==> src/rtl/alarm_ctrl.sv <==
// Alarm clock controller: arms on alarmon, rings on an hh:mm:00 match, and supports a bounded number of snoozes.
// All outputs are registered; the timebase is one clk per second.
module alarm_ctrl #(
  parameter int unsigned RING_SEC   = 60,
  parameter int unsigned SNOOZE_SEC = 540,
  parameter int unsigned MAX_SNOOZE = 3
) (
  input  logic       clk,
  input  logic       rst,
  input  logic       alarmon,
  input  logic       snooze,
  input  logic [6:0] tsec,
  input  logic [6:0] tmin,
  input  logic [6:0] thrs,
  input  logic [6:0] amin,
  input  logic [6:0] ahrs,
  output logic       buzz,
  output logic [1:0] state,
  output logic [2:0] snz_cnt,
  output logic [9:0] time_left
);

  typedef enum logic [1:0] {
    ST_OFF     = 2'd0,
    ST_ARMED   = 2'd1,
    ST_RINGING = 2'd2,
    ST_SNOOZE  = 2'd3
  } state_e;

  localparam logic [9:0] RING_RELOAD   = 10'(RING_SEC - 1);
  localparam logic [9:0] SNOOZE_RELOAD = 10'(SNOOZE_SEC - 1);
  localparam logic [2:0] SNZ_MAX       = 3'(MAX_SNOOZE);

  state_e     state_q, state_d;
  logic       buzz_q, buzz_d;
  logic [2:0] snz_cnt_q, snz_cnt_d;
  logic [9:0] time_left_q, time_left_d;
  logic       snz_q;
  logic       match;
  logic       snz_edge;

  assign match    = (tsec == 7'd0) && (tmin == amin) && (thrs == ahrs);
  assign snz_edge = snooze && !snz_q;

  always_comb begin
    state_d     = state_q;
    snz_cnt_d   = snz_cnt_q;
    time_left_d = time_left_q;
    if (!alarmon) begin
      state_d     = ST_OFF;
      snz_cnt_d   = 3'd0;
      time_left_d = 10'd0;
    end else begin
      case (state_q)
        ST_OFF: state_d = ST_ARMED;
        ST_ARMED: begin
          if (match) begin
            state_d     = ST_RINGING;
            time_left_d = RING_RELOAD;
            snz_cnt_d   = 3'd0;
          end
        end
        ST_RINGING: begin
          // A usable snooze press beats ring expiry in the same cycle.
          if (snz_edge && (snz_cnt_q < SNZ_MAX)) begin
            state_d     = ST_SNOOZE;
            time_left_d = SNOOZE_RELOAD;
            snz_cnt_d   = snz_cnt_q + 3'd1;
          end else if (time_left_q == 10'd0) begin
            state_d   = ST_ARMED;
            snz_cnt_d = 3'd0;
          end else begin
            time_left_d = time_left_q - 10'd1;
          end
        end
        ST_SNOOZE: begin
          if (time_left_q == 10'd0) begin
            state_d     = ST_RINGING;
            time_left_d = RING_RELOAD;
          end else begin
            time_left_d = time_left_q - 10'd1;
          end
        end
        default: state_d = ST_OFF;
      endcase
    end
    buzz_d = (state_d == ST_RINGING);
  end

  always_ff @(posedge clk) begin
    if (rst) begin
      state_q     <= ST_OFF;
      buzz_q      <= 1'b0;
      snz_cnt_q   <= 3'd0;
      time_left_q <= 10'd0;
      snz_q       <= 1'b0;
    end else begin
      state_q     <= state_d;
      buzz_q      <= buzz_d;
      snz_cnt_q   <= snz_cnt_d;
      time_left_q <= time_left_d;
      snz_q       <= snooze;
    end
  end

  assign buzz      = buzz_q;
  assign state     = state_q;
  assign snz_cnt   = snz_cnt_q;
  assign time_left = time_left_q;

endmodule

==> config.mk <==
export PLATFORM = sky130hd
export DESIGN_NAME = alarm_ctrl
export DESIGN_NICKNAME = d
export VERILOG_FILES = /design/src/rtl/alarm_ctrl.sv
export SDC_FILE = /design/constraint.sdc
export NUM_CORES = 1
export LEC_CHECK = 0
export BUFFER_PORTS_ARGS = -buffer_cell sky130_fd_sc_hd__buf_2
export CAP_MARGIN = 20
export CORE_UTILIZATION = 31
export CTS_BUF_LIST = sky130_fd_sc_hd__clkbuf_16
export CTS_CLUSTER_DIAMETER = 100
export DETAILED_ROUTE_END_ITERATION = 8
export PLACE_DENSITY = 0.68
export RECOVER_POWER = 25
export SYNTH_ARGS = -nofsm -noshare
export SYNTH_HDL_FRONTEND = slang
export SYNTH_SLANG_ARGS = --single-unit
==> constraint.sdc <==
create_clock -name clk -period 7.28 [get_ports clk]
set_clock_uncertainty 0.2 [all_clocks]
set_input_delay 0 -clock clk [delete_from_list [all_inputs] [get_ports clk]]
set_output_delay 0 -clock clk [all_outputs]
set_load 0.01 [all_outputs]
==> metrics.md <==
| Metric | Value |
|---|---|
| Flop pwr share | `0.411` |
| Hold Startpoint | `alarmon` |
| Share of layout cells above drive strength 1 | `0.3105` |
| Reg2reg start | `time_left[0]` |
| DRC viols | `0` |
| CP Launch Type | `flop` |
| Tmin final | `2.472 ns` |
| RSZ-0062 raised after global routing | `no` |
| GRT met2 Usage | `0.2581` |
| Post-CTS Setup Inserts | `0` |
| Least-Margin Pin Slew | `0.7696 ns` |
| Slew Viols, Final | `0` |
| Leakage power | `0.6122 nW` |
| Peak VDD IR | `between 0.09 and 0.1 mV` |
| Achievable Freq | `between 400 and 500 MHz` |
| Grt peak-use layer | `met2` |
| WL per Instance | `approximately 12 microns` |
| Data arrival, critical path | `2.47 ns` |
| CTS tree | `built` |
| Mapped Nets | `around 180` |
| Largest net degree at the start of global routing | `14` |
| Clock sink count | `17` |
| Number of diodes | `0` |
| Setup violators final | `0` |
| Sw power | `0.00004806 W` |
| Max_slew headroom | `0.4826` |
| Max-cap violation count | `0` |
| Min Hold Slack | `approximately 0.045 ns` |
| Total Power | `approximately 0.00023 W` |
| Hold Vio Cnt, Final | `0` |
| Die width | `63 microns` |
| First-pass GRT wire length | `around 4700 microns` |
| Grt ovf | `0` |
| Seq cells post-synth | `17` |
| IO Port Bufs | `54` |
| Starting Density | `0.3352` |
| Post-DP HPWL | `between 2000 and 2500 microns` |
| Area Overhead vs Synth | `33.41%` |
| CTS Root Cell | `clkbuf_16` |
| Reg2reg path depth | `7` |
| Sequential area share after synthesis | `0.2950` |
| Synth warn | `0` |
| Total number of vias | `roughly 1,200` |
| Vias per cell | `~5.2` |
| Worst hold path class | `in -> reg` |
| PwrDens | `between 100 and 150 nW/um^2` |
| Clk buf depth | `2` |
| Library cells used by synthesis | `between 40 and 50` |
| Post-DP Area | `1449 sq um` |
| Most common cell after layout, fill and taps aside | `buf_2` |
| Post_cts resized | `0` |
| Main area contributors after synthesis | `dfxtp_1 30%, xnor2_1 11%, a21oi_1 4.8%` |
| Worst Hold Endpoint | `time_left[0]` |
| Final core utilization | `0.4471` |
| Die ar. | `just under 4000 sq um` |
| # H-tree levels | `1` |
| Final nets | `232` |
| Area leader, netlist | `dfxtp_1` |
| Final WL | `2836 microns` |
| Vias in the first global route | `1,085` |
| Status | `finished clean` |
| Most frequent cells in the layout | `46 x buf_2, 17 x dfxtp_1, 14 x xnor2_1, 11 x nor2_1, 11 x a21oi_1` |
| Routed Antenna Nets | `0` |
| Total CTS buffers | `3` |
| Routing usage on met3 | `0.04380` |
| Core area | `~3400 sq um` |
| Worst skew pair latency | `between 0.2 and 0.3 ns` |
| I/O pin total | `55` |
| CP required | `7.27 ns` |
| Hold_buf cts | `2` |
| Met1 layer usage reported by global route | `0.1744` |
| Design Area, Final | `around 1500 sq um` |
| Synth top area share | `0.2950` |
| Mapped Area | `~1200 sq um` |
| Die Span Y | `~63 microns` |
| Combinational share of power | `0.115` |
| Worst-path fanout max | `9` |
| Setup CP Type | `reg -> reg` |
| Synth Area per Inst | `about 8.5 sq um` |
| FP Rows | `21` |
| Drt pass-1 iters | `4` |
| Hold Crit Depth | `4` |
| All-Layer GR Usage | `0.1500` |
| Cells after synthesis | `roughly 140` |
| Clk network pwr share | `0.474` |
| Pint | `around 0.00018 W` |
| Total negative slack | `0 ns` |
| Crit share post-route | `0.3396` |
| Gpl congestion | `between 0.8 and 0.9` |
| DR iter-0 viols | `37` |
| Sw frac | `0.2083` |
| Clock slew at reported path FFs | `0.05 ns` |
| R2r setup slk | `around 4.8 ns` |
| Initial antenna violation count | `0` |
| CP Capture Type | `flop` |
| Reg-to-Reg End | `time_left[3]` |
==> sequential cells by signal, indices dropped and copies added, names as in the netlist <==
signal	flops
state	2
snz_q	1
buzz	1
time_left	10
snz_cnt	3
==> worst max path at each step <==
stage / slack [ns] / startpoint / to
3_5_place_dp: 4.83 / time_left[0] / time_left[3]
2_1_floorplan: 4.92 / time_left[0] / time_left[4]
6_report: 4.81 / time_left[0] / time_left[3]
4_1_cts: 4.81 / time_left[0] / time_left[3]
3_3_place_gp: 4.88 / time_left[0] / time_left[3]
5_1_grt: 4.69 / time_left[0] / time_left[3]
==> critical path, cell delays in order (launching register included) <==
cell	delay [ns]
dfxtp_1	0.32
inv_1	0.10
ha_1	0.20
or3b_1	0.48
nor3_4	0.40
nor2_1	0.22
a311oi_1	0.34
o21a_1	0.15
==> cells by family (layout without fill, tap and decap cells) <==
group | count (synthesis) | count (layout) | synth area share
adders and majority gates | 2 | 2 | 0.02169
buffers and inverters | 11 | 65 | 0.04447
DFF | 17 | 17 | 0.2950
and+or+nand+nor | 50 | 50 | 0.2451
AOI/OAI and AO/OA | 42 | 42 | 0.2874
xor gates and xnor gates | 14 | 14 | 0.1063
==> power groups by stage <==
stage / combinational, W / clock [W] / sequential, W
final: 0.0000266 / 0.000109 / 0.0000949
after global placement: 0.0000254 / 0 / 0.0000968
after floorplan: 0.0000128 / 0 / 0.0000961
after global routing: 0.0000296 / 0.000117 / 0.0000949
after CTS: 0.0000266 / 0.000113 / 0.0000948
after detailed placement: 0.0000258 / 0 / 0.0000968
==> per-stage QoR <==
step	instances	setup slack, ns
after detailed placement	230	4.826
after floorplan	136	4.921
after global routing	236	4.685
after global placement	230	4.875
after CTS	236	4.813
final	236	4.808
==> cells in the mapped netlist (all sizes together) <==
master   count
o32ai        2
nor4         1
nor2        11
buf          3
o2bb2a       1
or3          3
ha           2
a211oi       1
nand3        1
o21ai        4
o31ai        2
o211a        1
o2bb2ai      1
a2bb2oi      1
a211o        1
and3         1
a21oi       12
o31a         1
nor3         7
dfxtp       17
inv          5
o21a         3
o211ai       3
nand2b       1
a31oi        1
xnor2       14
nand2        7
a311oi       4
nor2b        2
or3b         2
a2111oi      1
or2          3
a221oi       1
clkbuf       3
or4          3
and2         2
or4b         1
a22oi        2
nor3b        1
nand4        4
==> metal layers <==
metal / part of all wire / vias to the layer above / wire [microns]
met1: 0.43 / 550 / 1227
met4: 0.0053 / 0 / 15
met5: 0 / - / 0
li1: - / 625 / -
met2: 0.48 / 56 / 1375
met3: 0.077 / 2 / 218
==> final cells by class <==
class | count | area, sq um
Timing Repair Buffer | 56 | 280.3
Sequential cell | 17 | 340.3
Clock buffer | 3 | 75.07
Multi-Input combinational cell | 108 | 762.0
Clock inverter | 1 | 5.005
Fill cell | 361 | 1903
Tap cell | 46 | 57.56
Inverter | 5 | 18.77
(Power assumes the default switching activity.)
